### src/rtl/param_boot_loader_pkg.sv
// Shared constants and types for the UART boot loader: protocol bytes,
// FSM state encoding and the bytes-per-word helper.
package param_boot_loader_pkg;

    localparam logic [7:0] SYNC_BYTE = 8'hA5;
    localparam logic [7:0] ACK_BYTE  = 8'h06;
    localparam logic [7:0] NAK_BYTE  = 8'h15;

    typedef enum logic [2:0] {
        S_IDLE,
        S_CNT,
        S_DATA,
        S_WRITE,
        S_CHK,
        S_RESP,
        S_SCAN_RD,
        S_SCAN_TX
    } state_t;

    function automatic int bytes_per_word(input int data_w);
        return (data_w + 7) / 8;
    endfunction

endpackage

### src/rtl/param_boot_loader_uart_core.sv
// 8N1 UART: synchronised receiver with framing-error flag and a
// single-byte transmitter with a busy flag. ce=0 freezes everything.
module uart_core #(
    parameter int BAUD_DIV = 434
) (
    input  logic       i_clk,
    input  logic       i_rst,
    input  logic       i_ce,
    input  logic       i_rx,
    output logic       o_rx_valid,
    output logic [7:0] o_rx_data,
    output logic       o_rx_ferr,
    input  logic       i_tx_start,
    input  logic [7:0] i_tx_data,
    output logic       o_tx_busy,
    output logic       o_tx
);

    localparam int CW = $clog2(BAUD_DIV);

    logic          r_rx_meta, r_rx_sync, r_rx_prev, r_rx_active;
    logic [CW-1:0] r_rx_cnt;
    logic [3:0]    r_rx_bit;
    logic [7:0]    r_rx_sh;

    always_ff @(posedge i_clk or posedge i_rst) begin
        if (i_rst) begin
            r_rx_meta   <= 1'b1;
            r_rx_sync   <= 1'b1;
            r_rx_prev   <= 1'b1;
            r_rx_active <= 1'b0;
            r_rx_cnt    <= '0;
            r_rx_bit    <= '0;
            r_rx_sh     <= '0;
            o_rx_valid  <= 1'b0;
            o_rx_data   <= '0;
            o_rx_ferr   <= 1'b0;
        end else if (i_ce) begin
            r_rx_meta  <= i_rx;
            r_rx_sync  <= r_rx_meta;
            r_rx_prev  <= r_rx_sync;
            o_rx_valid <= 1'b0;
            if (!r_rx_active) begin
                if (r_rx_prev && !r_rx_sync) begin
                    r_rx_active <= 1'b1;
                    r_rx_cnt    <= CW'(BAUD_DIV / 2 - 1);
                    r_rx_bit    <= '0;
                end
            end else if (r_rx_cnt != '0) begin
                r_rx_cnt <= r_rx_cnt - 1'b1;
            end else begin
                r_rx_cnt <= CW'(BAUD_DIV - 1);
                r_rx_bit <= r_rx_bit + 1'b1;
                if (r_rx_bit == 4'd0) begin
                    // A start bit that is high again at mid-bit was a glitch.
                    if (r_rx_sync)
                        r_rx_active <= 1'b0;
                end else if (r_rx_bit == 4'd9) begin
                    r_rx_active <= 1'b0;
                    o_rx_valid  <= 1'b1;
                    o_rx_ferr   <= !r_rx_sync;
                    o_rx_data   <= r_rx_sh;
                end else begin
                    r_rx_sh <= {r_rx_sync, r_rx_sh[7:1]};
                end
            end
        end
    end

    logic          r_tx_busy;
    logic [9:0]    r_tx_sh;
    logic [CW-1:0] r_tx_cnt;
    logic [3:0]    r_tx_bit;

    always_ff @(posedge i_clk or posedge i_rst) begin
        if (i_rst) begin
            r_tx_busy <= 1'b0;
            r_tx_sh   <= '1;
            r_tx_cnt  <= '0;
            r_tx_bit  <= '0;
        end else if (i_ce) begin
            if (!r_tx_busy) begin
                if (i_tx_start) begin
                    r_tx_busy <= 1'b1;
                    r_tx_sh   <= {1'b1, i_tx_data, 1'b0};
                    r_tx_cnt  <= CW'(BAUD_DIV - 1);
                    r_tx_bit  <= '0;
                end
            end else if (r_tx_cnt != '0) begin
                r_tx_cnt <= r_tx_cnt - 1'b1;
            end else begin
                r_tx_cnt <= CW'(BAUD_DIV - 1);
                if (r_tx_bit == 4'd9) begin
                    r_tx_busy <= 1'b0;
                end else begin
                    r_tx_sh  <= {1'b1, r_tx_sh[9:1]};
                    r_tx_bit <= r_tx_bit + 1'b1;
                end
            end
        end
    end

    // A start request counts as busy so the caller never issues two in a row.
    assign o_tx_busy = r_tx_busy | i_tx_start;
    assign o_tx      = r_tx_sh[0];

endmodule

### src/rtl/param_boot_loader.sv
// UART boot loader: loads a framed, XOR-checked image into program RAM
// while holding the core in boot, and can dump the whole RAM over TX.
module param_boot_loader
    import param_boot_loader_pkg::*;
#(
    parameter int DATA_W      = 16,
    parameter int ADDR_W      = 6,
    parameter int BAUD_DIV    = 434,
    parameter int TIMEOUT_CYC = 100000
) (
    input  logic              i_clk,
    input  logic              i_rst,
    input  logic              i_ce,
    input  logic              i_rx,
    output logic              o_tx,
    input  logic              i_scan_memory,
    output logic              o_boot,
    output logic [DATA_W-1:0] o_ram_out,
    input  logic [DATA_W-1:0] i_ram_in,
    output logic [ADDR_W-1:0] o_ram_adr,
    output logic              o_ram_rw,
    output logic              o_ram_enable,
    output logic              o_done,
    output logic              o_error
);

    localparam int BYTES = bytes_per_word(DATA_W);
    localparam int WW    = BYTES * 8;
    localparam int TMO_W = $clog2(TIMEOUT_CYC + 1);

    logic       w_rx_valid, w_rx_ferr, w_tx_busy;
    logic [7:0] w_rx_data;
    logic       r_tx_start;
    logic [7:0] r_tx_data;

    uart_core #(.BAUD_DIV(BAUD_DIV)) u_uart (
        .i_clk      (i_clk),
        .i_rst      (i_rst),
        .i_ce       (i_ce),
        .i_rx       (i_rx),
        .o_rx_valid (w_rx_valid),
        .o_rx_data  (w_rx_data),
        .o_rx_ferr  (w_rx_ferr),
        .i_tx_start (r_tx_start),
        .i_tx_data  (r_tx_data),
        .o_tx_busy  (w_tx_busy),
        .o_tx       (o_tx)
    );

    state_t            r_state;
    logic [ADDR_W-1:0] r_addr;
    logic [7:0]        r_words_left;
    logic [2:0]        r_byte_idx;
    logic [WW-1:0]     r_word;
    logic [7:0]        r_chk;
    logic [TMO_W-1:0]  r_tmo;
    logic              r_scan_cap;

    logic [WW-1:0] w_word_shift;
    logic          w_waiting, w_tmo_hit, w_abort;

    assign w_word_shift = (r_word << 8) | WW'(w_rx_data);
    assign w_waiting    = (r_state == S_CNT) || (r_state == S_DATA) || (r_state == S_CHK);
    assign w_tmo_hit    = (r_tmo == TMO_W'(TIMEOUT_CYC - 1));
    // Broken stop bit or a silent line both kill the frame with a NAK.
    assign w_abort      = w_waiting && (w_rx_valid ? w_rx_ferr : w_tmo_hit);

    always_ff @(posedge i_clk or posedge i_rst) begin
        if (i_rst) begin
            r_state      <= S_IDLE;
            r_addr       <= '0;
            r_words_left <= '0;
            r_byte_idx   <= '0;
            r_word       <= '0;
            r_chk        <= '0;
            r_tmo        <= '0;
            r_scan_cap   <= 1'b0;
            r_tx_start   <= 1'b0;
            r_tx_data    <= '0;
            o_boot       <= 1'b0;
            o_ram_out    <= '0;
            o_ram_adr    <= '0;
            o_ram_rw     <= 1'b0;
            o_ram_enable <= 1'b0;
            o_done       <= 1'b0;
            o_error      <= 1'b0;
        end else if (i_ce) begin
            r_tx_start   <= 1'b0;
            o_ram_enable <= 1'b0;
            o_done       <= 1'b0;
            if (w_waiting)
                r_tmo <= w_rx_valid ? '0 : r_tmo + 1'b1;
            else
                r_tmo <= '0;

            if (w_abort) begin
                r_tx_start <= 1'b1;
                r_tx_data  <= NAK_BYTE;
                o_error    <= 1'b1;
                r_state    <= S_RESP;
            end else begin
                case (r_state)
                    S_IDLE: begin
                        if (i_scan_memory) begin
                            r_state      <= S_SCAN_RD;
                            o_boot       <= 1'b1;
                            r_addr       <= '0;
                            r_scan_cap   <= 1'b0;
                            o_ram_enable <= 1'b1;
                            o_ram_rw     <= 1'b0;
                            o_ram_adr    <= '0;
                        end else if (w_rx_valid && !w_rx_ferr && w_rx_data == SYNC_BYTE) begin
                            r_state <= S_CNT;
                            o_boot  <= 1'b1;
                            o_error <= 1'b0;
                        end
                    end
                    S_CNT: begin
                        if (w_rx_valid) begin
                            r_words_left <= w_rx_data;
                            r_addr       <= '0;
                            r_chk        <= '0;
                            r_byte_idx   <= '0;
                            r_word       <= '0;
                            r_state      <= (w_rx_data == 8'd0) ? S_CHK : S_DATA;
                        end
                    end
                    S_DATA: begin
                        if (w_rx_valid) begin
                            r_chk  <= r_chk ^ w_rx_data;
                            r_word <= w_word_shift;
                            if (r_byte_idx == 3'(BYTES - 1)) begin
                                r_byte_idx   <= '0;
                                r_state      <= S_WRITE;
                                o_ram_enable <= 1'b1;
                                o_ram_rw     <= 1'b1;
                                o_ram_adr    <= r_addr;
                                o_ram_out    <= DATA_W'(w_word_shift);
                            end else begin
                                r_byte_idx <= r_byte_idx + 1'b1;
                            end
                        end
                    end
                    S_WRITE: begin
                        r_addr       <= r_addr + 1'b1;
                        r_words_left <= r_words_left - 1'b1;
                        r_state      <= (r_words_left == 8'd1) ? S_CHK : S_DATA;
                    end
                    S_CHK: begin
                        if (w_rx_valid) begin
                            r_tx_start <= 1'b1;
                            r_state    <= S_RESP;
                            if (w_rx_data == r_chk) begin
                                r_tx_data <= ACK_BYTE;
                                o_done    <= 1'b1;
                            end else begin
                                r_tx_data <= NAK_BYTE;
                                o_error   <= 1'b1;
                            end
                        end
                    end
                    S_RESP: begin
                        if (!w_tx_busy) begin
                            o_boot  <= 1'b0;
                            r_state <= S_IDLE;
                        end
                    end
                    S_SCAN_RD: begin
                        // First cycle is the read strobe, second captures ram_in.
                        if (!r_scan_cap) begin
                            r_scan_cap <= 1'b1;
                        end else begin
                            r_scan_cap <= 1'b0;
                            r_word     <= WW'(i_ram_in);
                            r_byte_idx <= '0;
                            r_state    <= S_SCAN_TX;
                        end
                    end
                    S_SCAN_TX: begin
                        if (!w_tx_busy) begin
                            if (r_byte_idx != 3'(BYTES)) begin
                                r_tx_start <= 1'b1;
                                r_tx_data  <= r_word[WW-1 -: 8];
                                r_word     <= r_word << 8;
                                r_byte_idx <= r_byte_idx + 1'b1;
                            end else if (r_addr == '1) begin
                                o_boot  <= 1'b0;
                                r_state <= S_IDLE;
                            end else begin
                                r_addr       <= r_addr + 1'b1;
                                o_ram_enable <= 1'b1;
                                o_ram_rw     <= 1'b0;
                                o_ram_adr    <= r_addr + 1'b1;
                                r_state      <= S_SCAN_RD;
                            end
                        end
                    end
                    default: r_state <= S_IDLE;
                endcase
            end
        end
    end

endmodule

### config.mk
export PLATFORM = sky130hd
export DESIGN_NAME = param_boot_loader
export DESIGN_NICKNAME = d
export VERILOG_FILES = /design/src/rtl/param_boot_loader_pkg.sv /design/src/rtl/param_boot_loader_uart_core.sv /design/src/rtl/param_boot_loader.sv
export SDC_FILE = /design/constraint.sdc
export NUM_CORES = 1
export LEC_CHECK = 0
export ABC_AREA = 1
export BUFFER_PORTS_ARGS = -buffer_cell sky130_fd_sc_hd__clkbuf_2
export CAP_MARGIN = 10
export CORE_MARGIN = 1
export CORE_UTILIZATION = 29
export CTS_CLUSTER_DIAMETER = 50
export DETAILED_ROUTE_END_ITERATION = 8
export MAX_ROUTING_LAYER = met4
export RECOVER_POWER = 25
export SYNTH_ARGS = -nofsm -noshare
export SYNTH_HDL_FRONTEND = slang
export SYNTH_SLANG_ARGS = --single-unit
### constraint.sdc
create_clock -name i_clk -period 7.1 [get_ports i_clk]
set_input_delay 0.71 -clock i_clk [delete_from_list [all_inputs] [get_ports i_clk]]
set_output_delay 0.71 -clock i_clk [all_outputs]
set_load 0.03 [all_outputs]
== Word level (Yosys, flattened, before mapping) ==
Index checks and enable logic that the tools add are counted.

* Flip-flop bits (word level): 157
* Bits of input ports: 21
* Output and inout port bits: 28
* Word-level logic and storage cells: 252

* $add $sub $neg: 8
* Equal/unequal tests: 44
* Multiplexer cells: 121
* Bitwise logic cells: 7
* Reductions and logical operators: 41

{| class="wikitable"
|+ Operator list
! operator !! count
|-
| $mux W16 || 5
|-
| $pmux W16 S4 || 1
|-
| $mux W3 || 20
|-
| $mux W8 || 7
|-
| $mux W9 || 6
|-
| $mux W1 || 48
|-
| $pmux W8 S2 || 3
|-
| $mux W6 || 7
|-
| $mux W10 || 4
|-
| $mux W17 || 2
|-
| $mux W4 || 7
|-
| $ne A3 B3 Y1 const B || 9
|-
| $reduce_and A5 Y1 || 5
|-
| $pmux W3 S8 || 1
|-
| $pmux W6 S4 || 1
|-
| $reduce_and A8 Y1 || 3
|-
| $ne A2 B2 Y1 const B || 11
|-
| $pmux W6 S3 || 1
|-
| $reduce_bool A9 Y1 || 2
|-
| $sub A9 B1 Y9 const B || 2
|-
| $add A17 B1 Y17 const B || 1
|-
| $eq A17 B17 Y1 const B || 1
|-
| $or A16 B8 Y16 || 1
|-
| $ne A3 B2 Y1 const B || 5
|-
| other kinds (36) || 68
|}

== Longest topological paths before layout ==
Gate-level depths: netlist of the first run.

* Depth after elaboration: 7
* Gate-level depth with buffers: 14
* Mapped depth without buffers: 12

== Hierarchy ==
Synthesis of the first run repeated with hierarchy kept, for this count alone.

* Cells, all modules: 1116
* Area, all modules: 8526.9 um2

{| class="wikitable"
|+ Modules (own cells, without submodules)
! module !! times used !! cells an instance !! area an instance (um2) !! seq. area each (um2)
|-
| param_boot_loader || 1 || 743 || 5576.6 || 2452.4
|-
| uart_core || 1 || 373 || 2950.3 || 1466.4
|}

== Least setup slack after synthesis of the first run ==
Ideal clock, no wire load.

* Path kind: input port to flip-flop
* From: input i_ce
* To: register u_uart.r_rx_bit[0]
* Library setup time: 123 ps
* Data arrival time: 1835 ps
* Required time: 6977 ps
* Setup slack: 5142 ps
* Cell stages on the path: 7
* Path buffers: 1
* Path through: buf_2 -> nand2_1 -> nand2_1 -> a21boi_1 -> inv_1 -> nor2_1 -> a21oi_1

* Word-level cells in the longest chain between the ends: 1

{| class="wikitable"
|+ Ends and longest elaborated chain
! item !! RTL line !! RTL
|-
| start, declared || param_boot_loader.sv:13 || <nowiki>input logic i_ce,</nowiki>
|-
| $reduce_and A3 Y1 (no source line) || -- ||
|-
| end signal, assigned || param_boot_loader_uart_core.sv:53 || <nowiki>r_rx_bit <= r_rx_bit + 1'b1;</nowiki>
|-
| end, declared || param_boot_loader_uart_core.sv:23 || <nowiki>logic [3:0] r_rx_bit;</nowiki>
|}

Every way passes these cells.
A chain may end at the register's enable or synchronous reset.

==> qor.yml, run 1 <==
run_status: "finished with violations"
violations: "capacitance limit, slew limit"
first_global_vias: 6269
cts_repair_resize_count: 0
final_cell_area_sq_um: 9230
synthTopCellsByArea: "dfrtp_1 (45%), nand2_1 (14%), o21ai_0 (5.5%)"
combPwrFrac: 0.287
route.detailed.drc: 0
maximum_vdd_drop_mv: 0.170
synth_top_area_share: 0.448
layout_setup_ws_ns: 3.46
final.setup_skew_ns: 0.00799
placement.cell_area_sq_um: 8590
final.hold.worst_slack_ns: 0.465
yosys_warnings: 0
cts.reportedPaths.clkPinSlew_ns: 0.07
core.rowCount: 60
rsz0062_at_grt: "false"
finalWirelength_microns: 18400
routed-via-count: 6619
mappedNetlistNets: 1046
port_buffers: 48
global_route.overflow_total: 0
synth-seq-area-share: 0.488
timing.fmax_mhz: 275
tightest_slew_ns: 4.06
detail_route.wl_per_cell_microns: 12.8
placement.setup.worst_slack_ns: 4.00
power-per-cell-area_nw_per_um2: 346
setup-tns-final_ns: 0
critical-path-slowest-cell: "clkinvlp_2"
netlist-cell-type-count: 53
core_area_sq_um: 27100
netlist_area_sq_um: 8040
share_clk_of_total_power: 0.313
power.static_leakage_uw: 0.00442
clock_tree.root_cell: "clkbuf_16"
power_frac_seq: 0.400
layout-drive-gt1-share: 0.119
synth_area_leader_cell: "dfrtp_1"
drt.antenna.violating_nets: 0
report.power.total_uw: 3190
hpwlAfterDp_microns: 13000
synth_enable_flop_cells: 0
holdBufCountCts: 0
antenna-diode-count: 0
max_stage_delay_ns: 2.27
fin_crit_ns: 3.64
first_pass_grt_wire_length_microns: 31500
worstPathBufferInverterCount: 3
slew_headroom: -1.72
io-pin-count: 49
grt_start_max_net_pins: 92
fill_cells: 2798
multi_input_area_sq_um: 3490
net-switching-power_uw: 1190
setup-violations-final: 0
path_max_fanout: 91
detailedRoute.firstPassIterationCount: 5
fp.dieH_microns: 168
finish.net_count: 1086
synth_ff_type: "dfrtp_1"
worstSetupStartpointType: "input port"
ys_async_rst_share: 1.00
grt_antenna_before_repair: 0
required_ns: 7.55
postSynthAreaPerCell_sq_um: 7.95
worstPathArrival_ns: 4.09
count_of_mapped_cells_out_of_synthesis: 1011
die_footprint_sq_um: 28400
cp_top_family: "buffers and inverters"
area_delta_synth_final_pct: 14.8
routed_via_density: 4.61
die-width_microns: 168
cap_violations: 1
cts_buffers: 17
post-cts-setup-buffers: 0
tritoncts_clock_tree: "done"
p_int_uw: 2000
timing_hold_violations_final: 0
path_class: "in -> async"
clock_latency_ns: 0.43
clk_path_buf_depth: 2
clock_sink_count: 156
final_cycle_utilization_of_the_critical_path: 0.513
grt.total_usage: 0.141
timing.critical_path.cells: "clkbuf_2 -> clkinvlp_2 -> buf_4"
final_estimated_routing_congestion_in_global_placement: 0.845
starting_utilization_of_the_core_area: 0.297
power.switching_fraction: 0.373
number_of_h_tree_levels: 4
postSynthRegisterBits: 156
timing.hold.worst.class: "reg -> reg"
drt_iter0_drc: 459
finalMaxSlewViolations: 92
endpoint_kind: "asynchronous set/reset pin"
sequential_cell_area_sq_um: 3920
-- cells by family after synthesis --
kind of cell,Yosys count,share of synthesized area
compound gates,179,0.122
mux,6,0.00747
buf+inv,148,0.0778
simple gates,494,0.268
fa+ha+maj,14,0.0218
xor+xnor,14,0.0153
flops,156,0.488
-- metal layers --
layer	global-route usage	vias up	share of wire	routed length [microns]
met1	0.190	3103	0.49	8960
met3	0.0269	20	0.042	779
met2	0.217	129	0.46	8420
met4	0.0399	0	0.012	229
met5	-	-	0	0
li1	-	3367	-	-
-- worst paths after layout --
path	slack, ns	end	cells past startpoint	startpoint
max in group i_clk	3.76	u_uart.r_tx_bit[3]	7	i_ce
min	0.47	u_uart.r_rx_meta	2	u_uart.r_rx_meta
max reg2reg	3.99	o_ram_out[14]	6	r_state[2]
min reg2reg	0.47	u_uart.r_rx_meta	2	u_uart.r_rx_meta
min in group asynchronous	1.50	o_ram_out[15]	2	i_rst
max	3.46	r_words_left[4]	3	i_rst
-- layout by cell type (no fill, tap or decap), types with 7 or more instances in the layout --
cell	n
o21ai_0	88
nand3b_1	9
a22oi_1	11
nor2_1	88
dfrtp_1	144
xor2_1	11
clkbuf_16	17
a21oi_1	21
nand3_1	44
inv_1	110
nand2_2	7
nand2_1	296
o21ai_1	34
nand4_1	17
dfstp_2	12
ha_1	14
clkbuf_2	47
nor3_1	12
-- tightest hold or removal path: cells and delay by family, from the launching register on --
kind             cells  cell delay [ns]
and+or+nand+nor      2             0.09
DFF                  1             0.37
-- power groups by stage --
stage / clock network, uW / registers [uW] / logic [uW]
after floorplan: 0 / 1240 / 759
after global placement: 0 / 1290 / 905
after detailed placement: 0 / 1290 / 915
after CTS: 1020 / 1280 / 922
after global routing: 1050 / 1310 / 1060
final: 999 / 1280 / 918
-- registers in the layout, summed over array words and instances, names as in the netlist, 6 cells and up --
register / cells
u_uart.r_rx_sh: 8
u_uart.r_tx_sh: 9
o_ram_adr: 6
r_chk: 8
r_tx_data: 8
u_uart.o_rx_data: 8
u_uart.r_rx_cnt: 9
r_addr: 6
r_word: 16
r_tmo: 17
r_words_left: 8
u_uart.r_tx_cnt: 9
o_ram_out: 16
-- cell usage after synthesis (9+ instances only) --
library cell / count
a22oi_1: 11
nand2_1: 296
nand3b_1: 9
clkbuf_1: 9
dfrtp_1: 144
o21ai_0: 88
buf_2: 9
inv_1: 111
nand4_1: 17
dfstp_2: 12
ha_1: 14
o21ai_1: 34
nor3_1: 12
a21oi_1: 21
nand3_1: 44
nor2_1: 88
xor2_1: 11
-- final cells by class --
class / instances / share of cell area
Timing Repair Buffer: 49 / 0.0267
Sequential cell: 156 / 0.425
Inverter: 120 / 0.0495
Tap cell: 372 / 0.0504
Multi-Input combinational cell: 707 / 0.379
Clock inverter: 14 / 0.0224
Clock buffer: 18 / 0.0476
-- through the flow --
stage,utilization,std cells
floorplan,-,1011
global placement,0.317,1404
detailed placement,0.317,1404
CTS,0.341,1436
global route,0.340,1436
finish,0.340,1436
(Power assumes the default switching activity.)
==> inputs of run 2 (changes only) <==
ABC_AREA = 0   (was 1)
clock period = 3.1 ns   (was 7.1 ns; I/O delays follow)
==> qor.yml, run 2 <==
run_status: "complete, no violations"  # was finished with violations
netlist_area_sq_um: 8080  # was 8040 sq um
die-width_microns: 169  # was 168 microns
layout-drive-gt1-share: 0.211  # was 0.119
worstPathArrival_ns: 3.13  # was 4.09 ns
power.static_leakage_uw: 0.00411  # was 0.00442 uW
post-cts-setup-buffers: 0  # unchanged
antenna-diode-count: 0  # unchanged
area_delta_synth_final_pct: 15.8  # was 14.8%
hpwlAfterDp_microns: 12700  # was 13000 microns
fin_crit_ns: 2.83
maximum_vdd_drop_mv: 0.251  # was 0.170 mV
synth_top_area_share: 0.446  # was 0.448
timing.hold.worst.class: "in -> reg"  # was reg -> reg
synth_top_cells_by_count: "dfrtp_1 (144), o21ai_0 (73), nor2_1 (71)"  # was nand2_1 (296), dfrtp_1 (144), inv_1 (111)
layout_top_registers: "r_tmo x17, o_ram_out x16, r_word x16"  # unchanged
layout.cells.most_common_list: "dfrtp_1 (144), o21ai_0 (73), nor2_1 (71), mux2_2 (58), nand2_1 (54)"  # was nand2_1 (296), dfrtp_1 (144), inv_1 (110), nor2_1 (88), o21ai_0 (88)
first_global_vias: 5922  # was 6269
mappedNetlistNets: 824  # was 1046
starting_utilization_of_the_core_area: 0.298  # was 0.297
port_buffers: 48  # unchanged
detail_route.wl_per_cell_microns: 14.9  # was 12.8 microns
clock_sink_count: 156  # unchanged
endpoint_kind: "register"  # was asynchronous set/reset pin
clk_path_buf_depth: 2  # unchanged
leading_cell_type_by_number_of_instances_after_synthesis: "dfrtp_1"  # was nand2_1
tightest_slew_ns: 1.29  # was 4.06 ns
grt.total_usage: 0.140  # was 0.141
drt_iter0_drc: 466  # was 459
dpl.cell_count: 1191  # was 1404
number_of_h_tree_levels: 4  # unchanged
largest_register_ffs: 17  # unchanged
max_stage_delay_ns: 0.52  # was 2.27 ns
final_common_cell: "dfrtp_1"  # was nand2_1
postSynthRegisterBits: 156  # unchanged
routed-via-count: 6016  # was 6619
timing.fmax_mhz: 354
routed_via_density: 4.92  # was 4.61
power.switching_fraction: 0.357  # was 0.373
finish.net_count: 874  # was 1086
rsz0062_at_grt: "false"  # unchanged
synth-seq-area-share: 0.485  # was 0.488
cts.reportedPaths.clkPinSlew_ns: 0.06  # was 0.07 ns
net-switching-power_uw: 2650  # was 1190 uW
p_int_uw: 4770  # was 2000 uW
top_register: "r_tmo"  # unchanged
timing.critical_path.cells: "or4b_1 -> or4_4 -> o21a_1 -> o211ai_2 -> mux2_2"  # was clkbuf_2 -> clkinvlp_2 -> buf_4
power_frac_seq: 0.390  # was 0.400
synthTopCellsByArea: "dfrtp_1 (45%), mux2_2 (8.1%), o21ai_0 (4.5%)"  # was dfrtp_1 (45%), nand2_1 (14%), o21ai_0 (5.5%)
holdBufCountCts: 1  # was 0
count_of_mapped_cells_out_of_synthesis: 789  # was 1011
final.setup_skew_ns: 0.00946  # was 0.00799 ns
timing_hold_violations_final: 0  # unchanged
grt_antenna_before_repair: 0  # unchanged
synth_enable_flop_cells: 0  # unchanged
cap_violations: 0  # was 1
path_max_fanout: 9  # was 91
synth_ff_type: "dfrtp_1"  # unchanged
final_cycle_utilization_of_the_critical_path: 0.912
yosys_warnings: 0  # unchanged
fill_cells: 2722  # was 2798
setup-tns-final_ns: 0  # unchanged
tritoncts_clock_tree: "done"  # unchanged
instances_no_fill: 1224  # was 1436
synth_area_leader_cell: "dfrtp_1"  # unchanged
final_estimated_routing_congestion_in_global_placement: 0.839  # was 0.845
slew_headroom: 0.138  # was -1.72
cts_repair_resize_count: 0  # unchanged
drt.antenna.violating_nets: 0  # unchanged
worstSetupStartpointType: "register"  # was input port
clock_latency_ns: 0.42  # was 0.43 ns
combPwrFrac: 0.331  # was 0.287
cts_buffers: 17  # unchanged
finalMaxSlewViolations: 0  # was 92
global_route.overflow_total: 0  # unchanged
setup-violations-final: 0  # unchanged
critical-path-slowest-cell: "or4b_1"  # was clkinvlp_2
postSynthAreaPerCell_sq_um: 10.2  # was 7.95 sq um
route.detailed.drc: 0  # unchanged
first_pass_grt_wire_length_microns: 31000  # was 31500 microns
netlist-cell-type-count: 70  # was 53
power-per-cell-area_nw_per_um2: 793  # was 346 nW/um^2
die_footprint_sq_um: 28500  # was 28400 sq um
finalWirelength_microns: 18300  # was 18400 microns
fp.dieH_microns: 169  # was 168 microns
report.power.total_uw: 7420  # was 3190 uW
io-pin-count: 49  # unchanged
core_area_sq_um: 27100  # unchanged
grt_start_max_net_pins: 53  # was 92
required_ns: 3.40  # was 7.55 ns
clock_tree.root_cell: "clkbuf_16"  # unchanged
path_class: "reg -> reg"  # was in -> async
share_clk_of_total_power: 0.279  # was 0.313
core.rowCount: 60  # unchanged
ys_async_rst_share: 1.00  # unchanged
fin_util: 0.345  # was 0.340
detailedRoute.firstPassIterationCount: 5  # unchanged
-- run 2: changes by cell type in the layout (fill, tap and decap cells not counted), sizes merged, moves of 8 or more --
cell    previous run  this run
mux2               0        65
nor2              94        71
nand4             19         8
a22o               0        25
buf                1        20
and2               0         9
nor2b              0        15
o21ai            123        74
xnor2              3        23
nor4               2        10
nand2            305        55
inv              122        27
nand3             45        21
nand2b             0        18
-- run 2: logic make-up (layout without fill, tap and decap cells) --
kind of cell             count (synthesis)  after routing  share of synthesized area
XOR/XNOR                                34             34                     0.0369
flip-flops                             156            156                      0.485
multiplexers                            78             78                      0.110
adder cells (fa/ha/maj)                 14             14                     0.0217
AO/OA/AOI/OAI                          185            185                      0.152
buffers and inverters                   67            130                     0.0344
AND/OR/NAND/NOR                        255            255                      0.160
-- run 2: final cells by class --
| class | count | area [sq um] | area share |
|---|---|---|---|
| flip-flops and latches | 156 | 3920 | 0.419 |
| multi-input cells | 566 | 3880 | 0.415 |
| well taps | 372 | 465 | 0.0498 |
| clock buffers | 18 | 439 | 0.0470 |
| repair buffers | 72 | 408 | 0.0436 |
| clock inverters | 14 | 144 | 0.0154 |
| inverters | 26 | 98.8 | 0.0106 |
-- run 2: worst max-delay path, delay by kind of cell (launching register included) --
kind,cells,cell delay [ns]
AND/OR/NAND/NOR,2,1.04
flip-flops,1,0.41
multiplexers,1,0.39
AO/OA/AOI/OAI,2,0.85
-- run 2: metal layers --
layer,wire (microns),GRT usage,part of all wire,up-vias
met5,0,-,0,-
met4,197,0.0399,0.011,0
met3,581,0.0285,0.032,13
met2,8570,0.214,0.47,116
met1,8920,0.188,0.49,2953
li1,-,-,-,2934
-- run 2: worst paths after layout --
check	start	end	slack, ns	cells past startpoint
worst max-delay path	r_tmo[13]	o_ram_adr[3]	0.27	5
min in group asynchronous	i_rst	r_tmo[5]	0.69	3
max in group asynchronous	i_rst	o_ram_out[3]	0.63	4
worst min-delay path	i_rx	u_uart.r_rx_meta	0.15	2
worst max register to register	r_tmo[13]	o_ram_adr[3]	0.27	5
worst min register to register	u_uart.r_tx_sh[0]	u_uart.r_tx_sh[0]	0.48	2
-- run 2: through the flow --
step                setup slack, ns  hold slack [ns]  instance area, sq um
floorplan                     0.470            0.457                  8080
global placement              0.332            0.454                  8820
detailed placement            0.282            0.447                  8820
CTS                           0.266            0.143                  9410
global route                  0.153            0.147                  9350
finish                        0.272            0.150                  9350
-- run 2: power groups by stage --
stage               combinational (uW)  clock [uW]  sequential (uW)
floorplan                         1900           0             2870
global placement                  2440           0             2910
detailed placement                2470           0             2920
CTS                               2480        2130             2890
global route                      2760        2210             2960
finish                            2460        2070             2890
